--- config.mk ---
export PLATFORM = sky130hd
export DESIGN_NAME = hdp_reg_sequencer
export DESIGN_NICKNAME = d
export VERILOG_FILES = /design/src/rtl/hdp_reg_sequencer.sv
export SDC_FILE = /design/constraint.sdc
export NUM_CORES = 1
export LEC_CHECK = 0
export CORE_MARGIN = 10
export CORE_UTILIZATION = 32
export CTS_CLUSTER_DIAMETER = 200
export DETAILED_ROUTE_END_ITERATION = 16
export PLACE_DENSITY = 0.6
export SYNTH_ARGS = -nofsm -noshare
export SYNTH_HDL_FRONTEND = slang
export SYNTH_SLANG_ARGS = --single-unit
--- constraint.sdc ---
create_clock -name i_clock -period 2.9 [get_ports i_clock]
set_clock_uncertainty 0.2 [all_clocks]
set_input_delay 0.87 -clock i_clock [delete_from_list [all_inputs] [get_ports i_clock]]
set_output_delay 0.87 -clock i_clock [all_outputs]
set_load 0.02 [all_outputs]
--- src/rtl/hdp_reg_sequencer.sv ---
// hdp_reg_sequencer: walks a register-initialisation table held in an external
// synchronous ROM and issues one 16-bit SPI write per entry. Each transfer is
// paced off the SPI master's completion pulse, with a timeout guard.
// Optional read-back verification is enabled by defining HDP_SEQ_VERIFY_EN.
module hdp_reg_sequencer #(
    parameter int WORD_WIDTH     = 8,
    parameter int NUM_REGS       = 16,
    parameter int GAP_CYCLES     = 66,
    parameter int TIMEOUT_CYCLES = 4096
) (
    input  logic                    i_clock,
    input  logic                    i_reset,
    input  logic                    i_start,
    output logic                    o_busy,
    output logic                    o_done,
    output logic                    o_error,
    output logic [7:0]              o_err_index,
    output logic [7:0]              o_rom_addr,
    input  logic [2*WORD_WIDTH-1:0] i_rom_data,
    output logic                    o_spi_start,
    output logic [WORD_WIDTH-1:0]   o_tx_upper,
    output logic [WORD_WIDTH-1:0]   o_tx_lower,
    input  logic                    i_spi_complete,
    input  logic [WORD_WIDTH-1:0]   i_rx_lower
);

    localparam logic [15:0] TIMEOUT_LAST = 16'(TIMEOUT_CYCLES - 1);
    localparam logic [15:0] GAP_LAST     = 16'(GAP_CYCLES - 1);
    localparam logic [7:0]  LAST_INDEX   = 8'(NUM_REGS - 1);

    typedef enum logic [3:0] {
        S_IDLE,
        S_FETCH,
        S_LATCH,
        S_ISSUE,
        S_WAIT,
        S_GAP,
        S_NEXT,
        S_DONE,
        S_ERROR
`ifdef HDP_SEQ_VERIFY_EN
        ,
        S_VERIFY,
        S_VWAIT,
        S_VGAP,
        S_CHECK
`endif
    } state_t;

    state_t                  state_q, state_d;
    logic [7:0]              index_q, index_d;
    logic [15:0]             cnt_q, cnt_d;
    logic [WORD_WIDTH-1:0]   tx_upper_q, tx_upper_d;
    logic [WORD_WIDTH-1:0]   tx_lower_q, tx_lower_d;
    logic                    spi_start_q, spi_start_d;
    logic                    done_q, done_d;
    logic                    error_q, error_d;
    logic [7:0]              err_index_q, err_index_d;
`ifdef HDP_SEQ_VERIFY_EN
    logic [WORD_WIDTH-1:0]   wdata_q, wdata_d;
    logic [WORD_WIDTH-1:0]   rx_q, rx_d;
    // The top address bit is replaced by the read/write flag, so it is never consumed.
    logic                    unused_rom_msb;
    assign unused_rom_msb = i_rom_data[2*WORD_WIDTH-1];
`else
    // Address MSB is forced to the write flag and read-back data has no consumer here.
    logic                    unused_inputs;
    assign unused_inputs = ^{i_rom_data[2*WORD_WIDTH-1], i_rx_lower};
`endif

    // Next-state and registered-output computation for the sequencer.
    // Strobe, done and error flags are computed on the transition into the state
    // that owns them, so the registered copy is visible during that state.
    always_comb begin
        state_d     = state_q;
        index_d     = index_q;
        cnt_d       = cnt_q;
        tx_upper_d  = tx_upper_q;
        tx_lower_d  = tx_lower_q;
        spi_start_d = 1'b0;
        done_d      = 1'b0;
        error_d     = error_q;
        err_index_d = err_index_q;
`ifdef HDP_SEQ_VERIFY_EN
        wdata_d     = wdata_q;
        rx_d        = rx_q;
`endif
        case (state_q)
            S_IDLE: begin
                if (i_start) begin
                    error_d = 1'b0;
                    index_d = '0;
                    state_d = S_FETCH;
                end
            end
            S_FETCH: state_d = S_LATCH;
            S_LATCH: begin
                tx_upper_d  = {1'b0, i_rom_data[2*WORD_WIDTH-2:WORD_WIDTH]};
                tx_lower_d  = i_rom_data[WORD_WIDTH-1:0];
                spi_start_d = 1'b1;
                state_d     = S_ISSUE;
            end
            S_ISSUE: begin
                cnt_d   = '0;
                state_d = S_WAIT;
            end
            S_WAIT: begin
                if (i_spi_complete) begin
                    cnt_d   = '0;
                    state_d = S_GAP;
                end else if (cnt_q == TIMEOUT_LAST) begin
                    error_d     = 1'b1;
                    err_index_d = index_q;
                    state_d     = S_ERROR;
                end else begin
                    cnt_d = cnt_q + 16'd1;
                end
            end
            S_GAP: begin
                if (cnt_q == GAP_LAST) begin
`ifdef HDP_SEQ_VERIFY_EN
                    tx_upper_d  = {1'b1, tx_upper_q[WORD_WIDTH-2:0]};
                    tx_lower_d  = '0;
                    wdata_d     = tx_lower_q;
                    spi_start_d = 1'b1;
                    state_d     = S_VERIFY;
`else
                    state_d     = S_NEXT;
`endif
                end else begin
                    cnt_d = cnt_q + 16'd1;
                end
            end
            S_NEXT: begin
                if (index_q == LAST_INDEX) begin
                    done_d  = 1'b1;
                    state_d = S_DONE;
                end else begin
                    index_d = index_q + 8'd1;
                    state_d = S_FETCH;
                end
            end
            S_DONE:  state_d = S_IDLE;
            S_ERROR: state_d = S_IDLE;
`ifdef HDP_SEQ_VERIFY_EN
            S_VERIFY: begin
                cnt_d   = '0;
                state_d = S_VWAIT;
            end
            S_VWAIT: begin
                if (i_spi_complete) begin
                    rx_d    = i_rx_lower;
                    cnt_d   = '0;
                    state_d = S_VGAP;
                end else if (cnt_q == TIMEOUT_LAST) begin
                    error_d     = 1'b1;
                    err_index_d = index_q;
                    state_d     = S_ERROR;
                end else begin
                    cnt_d = cnt_q + 16'd1;
                end
            end
            S_VGAP: begin
                if (cnt_q == GAP_LAST) begin
                    state_d = S_CHECK;
                end else begin
                    cnt_d = cnt_q + 16'd1;
                end
            end
            S_CHECK: begin
                if (rx_q == wdata_q) begin
                    state_d = S_NEXT;
                end else begin
                    error_d     = 1'b1;
                    err_index_d = index_q;
                    state_d     = S_ERROR;
                end
            end
`endif
            default: state_d = S_IDLE;
        endcase
    end

    // State and output registers with synchronous reset.
    always_ff @(posedge i_clock) begin
        if (i_reset) begin
            state_q     <= S_IDLE;
            index_q     <= '0;
            cnt_q       <= '0;
            tx_upper_q  <= '0;
            tx_lower_q  <= '0;
            spi_start_q <= 1'b0;
            done_q      <= 1'b0;
            error_q     <= 1'b0;
            err_index_q <= '0;
`ifdef HDP_SEQ_VERIFY_EN
            wdata_q     <= '0;
            rx_q        <= '0;
`endif
        end else begin
            state_q     <= state_d;
            index_q     <= index_d;
            cnt_q       <= cnt_d;
            tx_upper_q  <= tx_upper_d;
            tx_lower_q  <= tx_lower_d;
            spi_start_q <= spi_start_d;
            done_q      <= done_d;
            error_q     <= error_d;
            err_index_q <= err_index_d;
`ifdef HDP_SEQ_VERIFY_EN
            wdata_q     <= wdata_d;
            rx_q        <= rx_d;
`endif
        end
    end

    assign o_busy      = (state_q != S_IDLE);
    assign o_done      = done_q;
    assign o_error     = error_q;
    assign o_err_index = err_index_q;
    assign o_rom_addr  = index_q;
    assign o_spi_start = spi_start_q;
    assign o_tx_upper  = tx_upper_q;
    assign o_tx_lower  = tx_lower_q;

endmodule

# Word level (Yosys, flattened, before mapping)

Cells that the tools add are included.

Word-level logic and storage cells: 60
Bits of input ports: 28
Bits in registers: 54

Mux-type cells: 19
Equality and inequality tests: 17
Reduce and logical (&&, ||, !) cells: 11
Add/subtract/negate cells: 2
Bitwise operators: 2

Operators with widths:

| cell                                            | count |
|---|---|
| two-way mux 16 bit                              | 3 |
| one-hot mux 16 bit (3 select lines)             | 1 |
| one-hot mux 4 bit (7 select lines)              | 1 |
| adder 16 x 1 -> 16 bit, second input constant   | 1 |
| == test 16 x 12 -> 1 bit, second input constant | 1 |
| == test 16 x 7 -> 1 bit, second input constant  | 1 |
| two-way mux 4 bit                               | 4 |
| two-way mux 8 bit                               | 2 |
| one-hot mux 8 bit (2 select lines)              | 1 |
| == test 4 x 3 -> 1 bit, second input constant   | 3 |
| inequality test 2 bit, second input constant    | 6 |
| AND reduction 3 bit                             | 4 |
| adder 8 x 1 -> 8 bit, second input constant     | 1 |
| == test 4 x 2 -> 1 bit, second input constant   | 2 |
| == test 8 x 4 -> 1 bit, second input constant   | 1 |
| inequality test 3 bit, second input constant    | 2 |
| two-way mux 1 bit                               | 5 |
| == test 4 x 1 -> 1 bit, second input constant   | 1 |
| logical NOT 4 bit                               | 1 |
| AND reduction 4 bit                             | 1 |
| nonzero test 2 bit                              | 2 |
| nonzero test 4 bit                              | 1 |
| two-way mux 3 bit                               | 1 |
| nonzero test 3 bit                              | 1 |
| other kinds (3)                                 | 4 |

# Longest topological paths before layout

Gate-level depths: netlist (run 1).

Word-level depth: 4
Depth in mapped cells: 9
Depth with buffers taken out: 7

# Least setup slack after synthesis (run 1)

OpenSTA, ideal clock, no wires.

Kind: input to register
From: input i_start
To: register index_q[7], in the netlist o_rom_addr[7]
Setup slack: 597 ps
Arrival: 1,977 ps
Path buffers: 0
Library setup time: 126 ps
Cell stages on the path: 5
Path through: or3b_2 -> a211oi_1 -> and3_1 -> xnor2_1 -> nor2_1

Longest elaborated chain between the ends: 2

Ends and longest elaborated chain:

| element                         | line | text |
|---|---|---|
| start: declaration              | 13   | `input logic i_start,` |
| inequality test 2 bit (no line) | --   |  |
| AND reduction 3 bit (no line)   | --   |  |
| end signal: assignment          | 202  | `index_q <= index_d;` |
| end: declaration                | 51   | `logic [7:0] index_q, index_d;` |

No other way between the ends.
A chain may end at the register's enable or synchronous reset.

# Final worst setup path (run 1)

From: register state_q[3]
To: output o_busy

Longest elaborated chain between the ends: 1

Ends and longest elaborated chain:

| element                  | line | text |
|---|---|---|
| start: declaration       | 50   | `state_t state_q, state_d;` |
| start signal: assignment | 201  | `state_q <= state_d;` |
| nonzero test 4 bit       | 217  | `assign o_busy = (state_q != S_IDLE);` |
| end: declaration         | 14   | `output logic o_busy,` |

No other way between the ends.

==> flow_metrics.tcl, run 1 <==
set metrics [dict create \
    outcome "complete, no violations" \
    wirelength_um 6530 \
    report.final.slew_viol_count 0 \
    grt.total_usage 0.109 \
    synth_fa_ha_area_frac 0.0145 \
    synthesis.nets 333 \
    setup_violations 0 \
    max_freq_mhz 364 \
    power_density_nw_per_um2 423 \
    synthXorXnorAreaFrac 0.0304 \
    max_stage_delay_ps 570 \
    grt_pass1_vias 2154 \
    whs_ps 257 \
    clock_latency_ps 310 \
    wire_per_inst_um 14.3 \
    dieArea_um2 12100 \
    grt_remaining_overflow 0 \
    final_layout_size_suffix_gt1_frac 0.180 \
    fin_area_um2 3330 \
    final.min_clock_period_ps 2750 \
    grt_max_degree 21 \
    hpwlAfterDp_um 4700 \
    yosys_warnings 0 \
    cp_max_fo 3 \
    area_growth_pct 28.4 \
    antennaDiodeCount 0 \
    via_per_inst 4.94 \
    gp_congestion 0.793 \
    avgSynthCellArea_um2 8.59 \
    cts_tree "built" \
    root_buffer "clkbuf_8" \
    rsz0062_at_grt "false" \
    synth_compound_area_frac 0.169 \
    dr.pass1.iters 4 \
    synth_commonest_cells "dfxtp_1 (54), nand2_1 (49), a21oi_1 (26), nor2_1 (19), a21oi_2 (16)" \
    ctsHoldBuffers 0 \
    cp.arrival_ps 1680 \
    cts_num_sinks 54 \
    clock_path_buffers 2 \
    io_pins 64 \
    h-tree-depth 2 \
    fin_util 0.427 \
    worstSetupPathType "reg -> out" \
    antenna_found_initial 0 \
    end_kind "primary output" \
    port_buffers 53 \
    p_leak_nw 1.12 \
    synth_area_leaders "dfxtp_1 (42%), nand2_1 (7.1%), a21oi_2 (5.4%)" \
    cp.buffers_inverters 2 \
    start_kind "register" \
    first_iter_violations 76 \
    maxSlewHeadroom 0.649 \
    slowest_stage "clkdlybuf4s50_1" \
    hold_path_class "reg -> reg" \
    synth-seq-cells 54 \
    drcViolationCount 0 \
    crit_required_ps 1830 \
    ant_nets 0 \
    grt_pass1_wl_um 10800 \
    synth-edff-count 0 \
    vdd.ir_drop.worst_mv 0.168 \
    synth_area_um2 2590 \
    dpl_cell_area_um2 3240 \
    yosysTopAreaCell "dfxtp_1" \
    cp_cell_sequence "nor4_2 > inv_1 > clkdlybuf4s50_1" \
    initial_utilization 0.332 \
    num_vias 2259 \
    cts-resized-gates 0 \
    fp.coreArea_um2 7810 \
    synth_top_area_frac 0.417 \
    hold_violations 0 \
    ys.flop_type "dfxtp_1" \
    maxCapViolations 0 \
    numCtsBuffers 5 \
    worst_pin_slew_ps 525 \
    crit_family "buffers and inverters" \
    yosys.cell_count.top_type "dfxtp_1" \
    die_w_um 110 \
    fin_crit_sh 0.947 \
    nets 386 \
    fin_total_pwr_mw 1.41 \
    ys_async_sr_fraction 0 \
    cts_setup_buffers 0 \
    cts.clk_slew.worst_paths_ps 100 \
    die_h_um 110 \
    yosys.area_share.simple 0.303 \
    synth_top_family_by_area "simple AND/OR/NAND/NOR gates" \
    fin_setup_tns_ps 0 \
    rows 32 \
    yosysSeqAreaShare 0.417 \
    synthDistinctLibCells 54 \
    syn_inst 302 \
    muxShareOfSynthArea 0.0116 \
]
## tightest hold or removal path, cell delays in order, from the launching register on
cell and delay [ps]:
dfxtp_1 320, nand2_1 50, a21oi_1 50
## flip-flops by register name, summed over array words and instances, names as in the netlist
| signal | cells |
|---|---|
| cnt_q | 16 |
| o_done | 1 |
| o_err_index | 8 |
| o_error | 1 |
| o_rom_addr | 8 |
| o_spi_start | 1 |
| o_tx_lower | 8 |
| o_tx_upper | 7 |
| state_q | 4 |
## where the power goes
| group | switching [mW] | total (mW) | internal (mW) |
|---|---|---|---|
| Combinational | 0.115 | 0.211 | 0.0961 |
| Clock | 0.254 | 0.422 | 0.168 |
| Sequential | 0.0160 | 0.778 | 0.762 |
## kinds of logic (layout without fill, tap and decap cells)
| group | count (synthesis) | count (layout) |
|---|---|---|
| simple gates | 144 | 144 |
| compound gates | 64 | 64 |
| flops | 54 | 54 |
| buf+inv | 24 | 77 |
| xor+xnor | 9 | 9 |
| fa+ha+maj | 3 | 3 |
| mux | 3 | 3 |
| other cells | 1 | 1 |
## layout make-up
type	instances	area (um2)
clock buffers	5	68.8
clock inverters	2	13.8
fillers	790	4480
inverters	3	11.3
multi-input cells	224	1380
flip-flops and latches	54	1080
well taps	102	128
repair buffers	67	648
## placed cells by master, fill, tap and decap left out, types with 5 or more instances in the layout
cell	n
nand3_1	10
clkbuf_8	5
buf_4	13
nor2_1	19
nand2_1	49
o31ai_1	8
xnor2_1	7
nand2_2	8
a21oi_1	26
clkdlybuf4s50_1	53
or4_2	6
dfxtp_1	54
a21oi_2	16
nand4_1	7
nor2b_1	5
## through the flow
| step | setup slack, ps | std cells |
|---|---|---|
| floorplan | 597 | 302 |
| global placement | 66.7 | 450 |
| detailed placement | 51.4 | 450 |
| CTS | 19.7 | 457 |
| global route | 39.8 | 457 |
| finish | 153 | 457 |
## path summary, 6_finish.rpt
kind	from	end	slack, ps	cells past startpoint
worst max-delay path	state_q[3]$_SDFFE_PP0P_	o_busy	150	3
worst max register to register	state_q[2]$_SDFFE_PP0P_	cnt_q[9]$_SDFFE_PP0P_	440	7
worst min register to register	o_tx_upper[2]$_SDFFE_PP0P_	o_tx_upper[2]$_SDFFE_PP0P_	260	2
worst min-delay path	o_tx_upper[2]$_SDFFE_PP0P_	o_tx_upper[2]$_SDFFE_PP0P_	260	2
## per-layer routing
metal  GRT usage  vias to the layer above  wire, um
li1            -                     1169         -
met1       0.138                     1046      3010
met2       0.177                       38      3080
met3      0.0215                        6       344
met4      0.0418                        0        97
met5           0                        -         0
Power figures use the tool's default switching activity.
==> inputs of run 2 (changes only) <==
--- a/config.mk
+++ b/config.mk
@@ -5,7 +5,7 @@
 export SDC_FILE = /design/constraint.sdc
 export NUM_CORES = 1
 export LEC_CHECK = 0
-export CORE_MARGIN = 10
+export CORE_MARGIN = 8
 export CORE_UTILIZATION = 32
 export CTS_CLUSTER_DIAMETER = 200
 export DETAILED_ROUTE_END_ITERATION = 16
==> run 2 against run 1 <==
Via count grew 0.40%. Sequential cell count is the same. Hold slack gained 3.3 ps. Combinational power is essentially flat. Critical endpoint unchanged. Worst setup slack lost 4.8 ps. Cell count grew 0.44%. Critical path depth is the same. Register-to-register slack lost 170 ps. Global-route usage grew 0.15 points. Design area grew 0.90%. Largest cell class unchanged. Fmax shrank 0.18%. Die area shrank 7.1%.
==> flow_metrics.tcl, run 2 (same netlist as run 1, synthesis figures left out) <==
set metrics [dict create \
    outcome "complete, no violations" \
    ctsHoldBuffers 0 \
    fp.coreArea_um2 8050 \
    dr.pass1.iters 4 \
    cp-endpoint "o_busy" \
    hpwlAfterDp_um 4490 \
    grt.total_usage 0.110 \
    largest_reg_flops 16 \
    post-place-cells 452 \
    h-tree-depth 2 \
    cts_setup_buffers 0 \
    wire_per_inst_um 13.4 \
    port_buffers 53 \
    crit_required_ps 1830 \
    nets 385 \
    reg2reg_from "state_q[2]$_SDFFE_PP0P_" \
    ant_nets 0 \
    fin_cells 459 \
    wirelength_um 6160 \
    maxCapViolations 0 \
    area_growth_pct 29.5 \
    cp-startpoint "state_q[2]$_SDFFE_PP0P_" \
    rrSetupSlack_ps 270 \
    end_kind "primary output" \
    slowest_stage "clkdlybuf4s50_1" \
    max_freq_mhz 363 \
    fin_util 0.417 \
    cp_cell_sequence "nor4_4 > inv_1 > clkdlybuf4s50_1" \
    final.min_clock_period_ps 2750 \
    ff2ff_path_depth 7 \
    cts.clk_slew.worst_paths_ps 100 \
    via_per_inst 4.94 \
    maxSlewHeadroom 0.638 \
    p_leak_nw 1.12 \
    rr_endpoint "cnt_q[4]$_SDFFE_PP0P_" \
    die_h_um 106 \
    worstSetupPathDepth 3 \
    antennaDiodeCount 0 \
    dieArea_um2 11200 \
    initial_utilization 0.322 \
    clock_path_buffers 2 \
    grt_pass1_vias 2160 \
    rows 33 \
    vdd.ir_drop.worst_mv 0.205 \
    rsz0062_at_grt "false" \
    whs_ps 260 \
    final_cell_mix "dfxtp_1 (54), clkdlybuf4s50_1 (53), nand2_1 (49)" \
    power_density_nw_per_um2 444 \
    setup_violations 0 \
    grt_remaining_overflow 0 \
    cts_num_sinks 54 \
    clock_latency_ps 310 \
    dpl_cell_area_um2 3240 \
    num_vias 2268 \
    root_buffer "clkbuf_8" \
    fin_setup_tns_ps 0 \
    report.final.slew_viol_count 0 \
    final_layout_size_suffix_gt1_frac 0.178 \
    regMostFlops "cnt_q" \
    max_stage_delay_ps 550 \
    grt_pass1_wl_um 10400 \
    gp_congestion 0.833 \
    grt_max_degree 21 \
    cts_tree "built" \
    fin_crit_sh 0.949 \
    worst_pin_slew_ps 542 \
    cp_max_fo 7 \
    io_pins 64 \
    hold_path_class "reg -> reg" \
    fin_area_um2 3360 \
    antenna_found_initial 0 \
    worstSetupPathType "reg -> out" \
    layout_commonest_cell "dfxtp_1" \
    cp.buffers_inverters 2 \
    die_w_um 106 \
    drcViolationCount 0 \
    crit_family "buffers and inverters" \
    first_iter_violations 80 \
    cp.arrival_ps 1680 \
    hold_violations 0 \
    numCtsBuffers 5 \
    start_kind "register" \
]
[run 2: report_power, final]
| part | total, mW | internal, mW | switching, mW |
|---|---|---|---|
| clock network | 0.504 | 0.254 | 0.250 |
| logic | 0.210 | 0.0965 | 0.113 |
| registers | 0.779 | 0.762 | 0.0174 |
| total | 1.49 | 1.11 | 0.380 |
[run 2: cell type report]
class                           instances  area [um2]
Inverter                                3        11.3
Clock buffer                            5        68.8
Fill cell                             840        4690
Sequential cell                        54        1080
Tap cell                              105         131
Multi-Input combinational cell        224        1390
Clock inverter                          2        38.8
Timing Repair Buffer                   66         641
[run 2: through the flow]
step                power [mW]  worst slack (ps)
floorplan                0.920               597
global placement          1.00              3.90
detailed placement        1.00              41.7
CTS                       1.51              73.2
global route              1.57              32.1
finish                    1.49               148
[run 2: worst min-delay path by stage]
| stage | from | end | slack (ps) | depth (start not counted) |
|---|---|---|---|---|
| 2_1_floorplan | cnt_q[7]$_SDFFE_PP0P_ | cnt_q[7]$_SDFFE_PP0P_ | 260 | 2 |
| 4_1_cts | o_tx_lower[4]$_SDFFE_PP0P_ | o_tx_lower[4]$_SDFFE_PP0P_ | 260 | 2 |
| 3_5_place_dp | o_tx_lower[4]$_SDFFE_PP0P_ | o_tx_lower[4]$_SDFFE_PP0P_ | 250 | 2 |
| 5_1_grt | o_tx_upper[1]$_SDFFE_PP0P_ | o_tx_upper[1]$_SDFFE_PP0P_ | 280 | 2 |
| 3_3_place_gp | o_tx_upper[3]$_SDFFE_PP0P_ | o_tx_upper[3]$_SDFFE_PP0P_ | 240 | 2 |
| 6_report | o_err_index[7]$_SDFFE_PP0P_ | o_err_index[7]$_SDFFE_PP0P_ | 260 | 2 |
[run 2: per-layer routing]
layer	wire length, um	global-route usage	vias to the layer above	share of wire
li1	-	-	1168	-
met1	2860	0.131	1060	0.46
met2	2960	0.189	36	0.48
met3	260	0.0260	4	0.042
met4	74	0.0392	0	0.012
met5	0	0	-	0
[run 2: worst min-delay path, delay by kind of cell (launching register included)]
family             cells  cell delay [ps]
DFF                    1              320
AOI/OAI and AO/OA      1               40
and+or+nand+nor        1               60
[run 2: what timing repair did]
action / CTS / global route
endpoints found under the setup margin: 1 / 1
endpoints found under the hold margin: 0 / 0
resized for setup: 1 / 1
pin swaps: 0 / 0
==> inputs of run 3 (changes only) <==
--- a/config.mk
+++ b/config.mk
@@ -5,11 +5,11 @@
 export SDC_FILE = /design/constraint.sdc
 export NUM_CORES = 1
 export LEC_CHECK = 0
-export CORE_MARGIN = 8
-export CORE_UTILIZATION = 32
+export CORE_UTILIZATION = 45
 export CTS_CLUSTER_DIAMETER = 200
 export DETAILED_ROUTE_END_ITERATION = 16
-export PLACE_DENSITY = 0.6
+export HOLD_SLACK_MARGIN = 0.08
+export PLACE_DENSITY = 0.78
 export SYNTH_ARGS = -nofsm -noshare
 export SYNTH_HDL_FRONTEND = slang
 export SYNTH_SLANG_ARGS = --single-unit
==> run 3 against run 2 <==
Routed wire length is 5.4% lower. First-iteration DRC count rose by 18%. Global-route usage grew 8.5 points. Utilization is 18 points higher. Sequential share of layout area up 0.72 points. Via count up 1.9%. Largest cell class unchanged. Highest routed layer unchanged.
==> flow_metrics.tcl, run 3 (same netlist as run 1, synthesis figures left out) <==
set metrics [dict create \
    outcome "complete, no violations" \
    cts_num_sinks 54 \
    ctsHoldBuffers 0 \
    report.final.slew_viol_count 0 \
    fp.coreArea_um2 5540 \
    antennaDiodeCount 0 \
    root_buffer "clkbuf_8" \
    end_kind "primary output" \
    dieArea_um2 6070 \
    final_cell_mix "dfxtp_1 (54), clkdlybuf4s50_1 (53), nand2_1 (49)" \
    grt_pass1_wl_um 9330 \
    final_layout_size_suffix_gt1_frac 0.177 \
    first_iter_violations 94 \
    via_per_inst 5.41 \
    final.min_clock_period_ps 2800 \
    cp.arrival_ps 1730 \
    max_freq_mhz 357 \
    crit_required_ps 1830 \
    max_stage_delay_ps 560 \
    gp_congestion 0.784 \
    hold_violations 0 \
    rows 27 \
    initial_utilization 0.468 \
    port_buffers 53 \
    hpwlAfterDp_um 4120 \
    setup_violations 0 \
    h-tree-depth 2 \
    p_clk_frac 0.298 \
    die_w_um 77.9 \
    hold_path_class "reg -> reg" \
    grt_max_degree 21 \
    cts.clk_slew.worst_paths_ps 100 \
    intPower_mw 1.03 \
    clock_path_buffers 2 \
    ant_nets 0 \
    fin_crit_sh 0.967 \
    drcViolationCount 0 \
    maxCapViolations 0 \
    swShare 0.269 \
    maxSlewHeadroom 0.643 \
    antenna_found_initial 0 \
    fin_util 0.593 \
    start_kind "register" \
    p_switching_uw 378 \
    wirelength_um 5820 \
    cts_setup_buffers 0 \
    grt.total_usage 0.195 \
    slowest_stage "clkdlybuf4s50_1" \
    grt_remaining_overflow 0 \
    multiInputGateArea_um2 1370 \
    power_density_nw_per_um2 427 \
    cp_cell_sequence "nor4_1 > inv_1 > clkdlybuf4s50_1" \
    largest_reg_flops 16 \
    nFillCells 491 \
    layout_commonest_cell "dfxtp_1" \
    fin_setup_tns_ps 0 \
    rsz0062_at_grt "false" \
    dr.pass1.iters 4 \
    cts_tree "built" \
    grt_pass1_vias 2015 \
    cts-resized-gates 0 \
    comb_power_share 0.147 \
    numCtsBuffers 5 \
    vdd.ir_drop.worst_mv 0.234 \
    die_h_um 77.9 \
    io_pins 64 \
    final-seq-area_um2 1080 \
    p_leak_nw 1.11 \
    p_seq_frac 0.555 \
    area_growth_pct 26.7 \
    wire_per_inst_um 13.6 \
    cp_max_fo 3 \
    worstSetupPathType "reg -> out" \
    clock_latency_ps 310 \
    regMostFlops "cnt_q" \
    num_vias 2311 \
    worst_pin_slew_ps 533 \
    nets 385 \
]
[run 3: cell count changes in the layout (fill, tap and decap cells not counted), sizes merged]
cell,previous run,this run
bufinv,1,0
clkinvlp,0,1
clkinv,1,2
[run 3: power groups by stage]
stage,logic (mW),clock network (mW),registers [mW]
after CTS,0.208,0.430,0.779
final,0.207,0.418,0.779
after global placement,0.203,0,0.796
after detailed placement,0.206,0,0.796
after global routing,0.223,0.466,0.783
after floorplan,0.110,0,0.811
[run 3: final timing paths]
check / from / end / slack [ps] / cells past startpoint
setup reg to reg: state_q[0]$_SDFFE_PP0P_ / cnt_q[9]$_SDFFE_PP0P_ / 460 / 7
hold reg to reg: o_tx_lower[3]$_SDFFE_PP0P_ / o_tx_lower[3]$_SDFFE_PP0P_ / 260 / 2
hold / removal: o_tx_lower[3]$_SDFFE_PP0P_ / o_tx_lower[3]$_SDFFE_PP0P_ / 260 / 2
setup / recovery: state_q[3]$_SDFFE_PP0P_ / o_busy / 100 / 3
[run 3: layout make-up]
class,count,share of cell area
Sequential cell,54,0.329
Multi-Input combinational cell,224,0.418
Inverter,3,0.00343
Tap cell,72,0.0274
Clock buffer,5,0.0209
Timing Repair Buffer,66,0.195
Clock inverter,3,0.00647
[run 3: metal layers]
layer  vias up  wire (um)  track usage
li1       1163          -            -
met1      1087       2760        0.256
met2        55       2720        0.321
met3         6        270       0.0412
met4         0         70       0.0611
met5         -          0            0
[run 3: metrics by stage]
step / cells / total power [mW] / instance area (um2) / hold slack, ps / setup slack [ps]
detailed placement: 419 / 1.00 / 3200 / 246 / 24.3
finish: 427 / 1.40 / 3290 / 261 / 95.1
global placement: 419 / 0.999 / 3200 / 241 / 52.3
global route: 427 / 1.47 / 3290 / 284 / 21.2
floorplan: 302 / 0.920 / 2590 / 258 / 597
CTS: 427 / 1.42 / 3290 / 260 / 96.6
[run 3: worst max-delay path, delay by kind of cell (launching register included)]
family,cells,cell delay (ps)
flip-flops,1,320
buffers and inverters,2,670
AND/OR/NAND/NOR,1,450
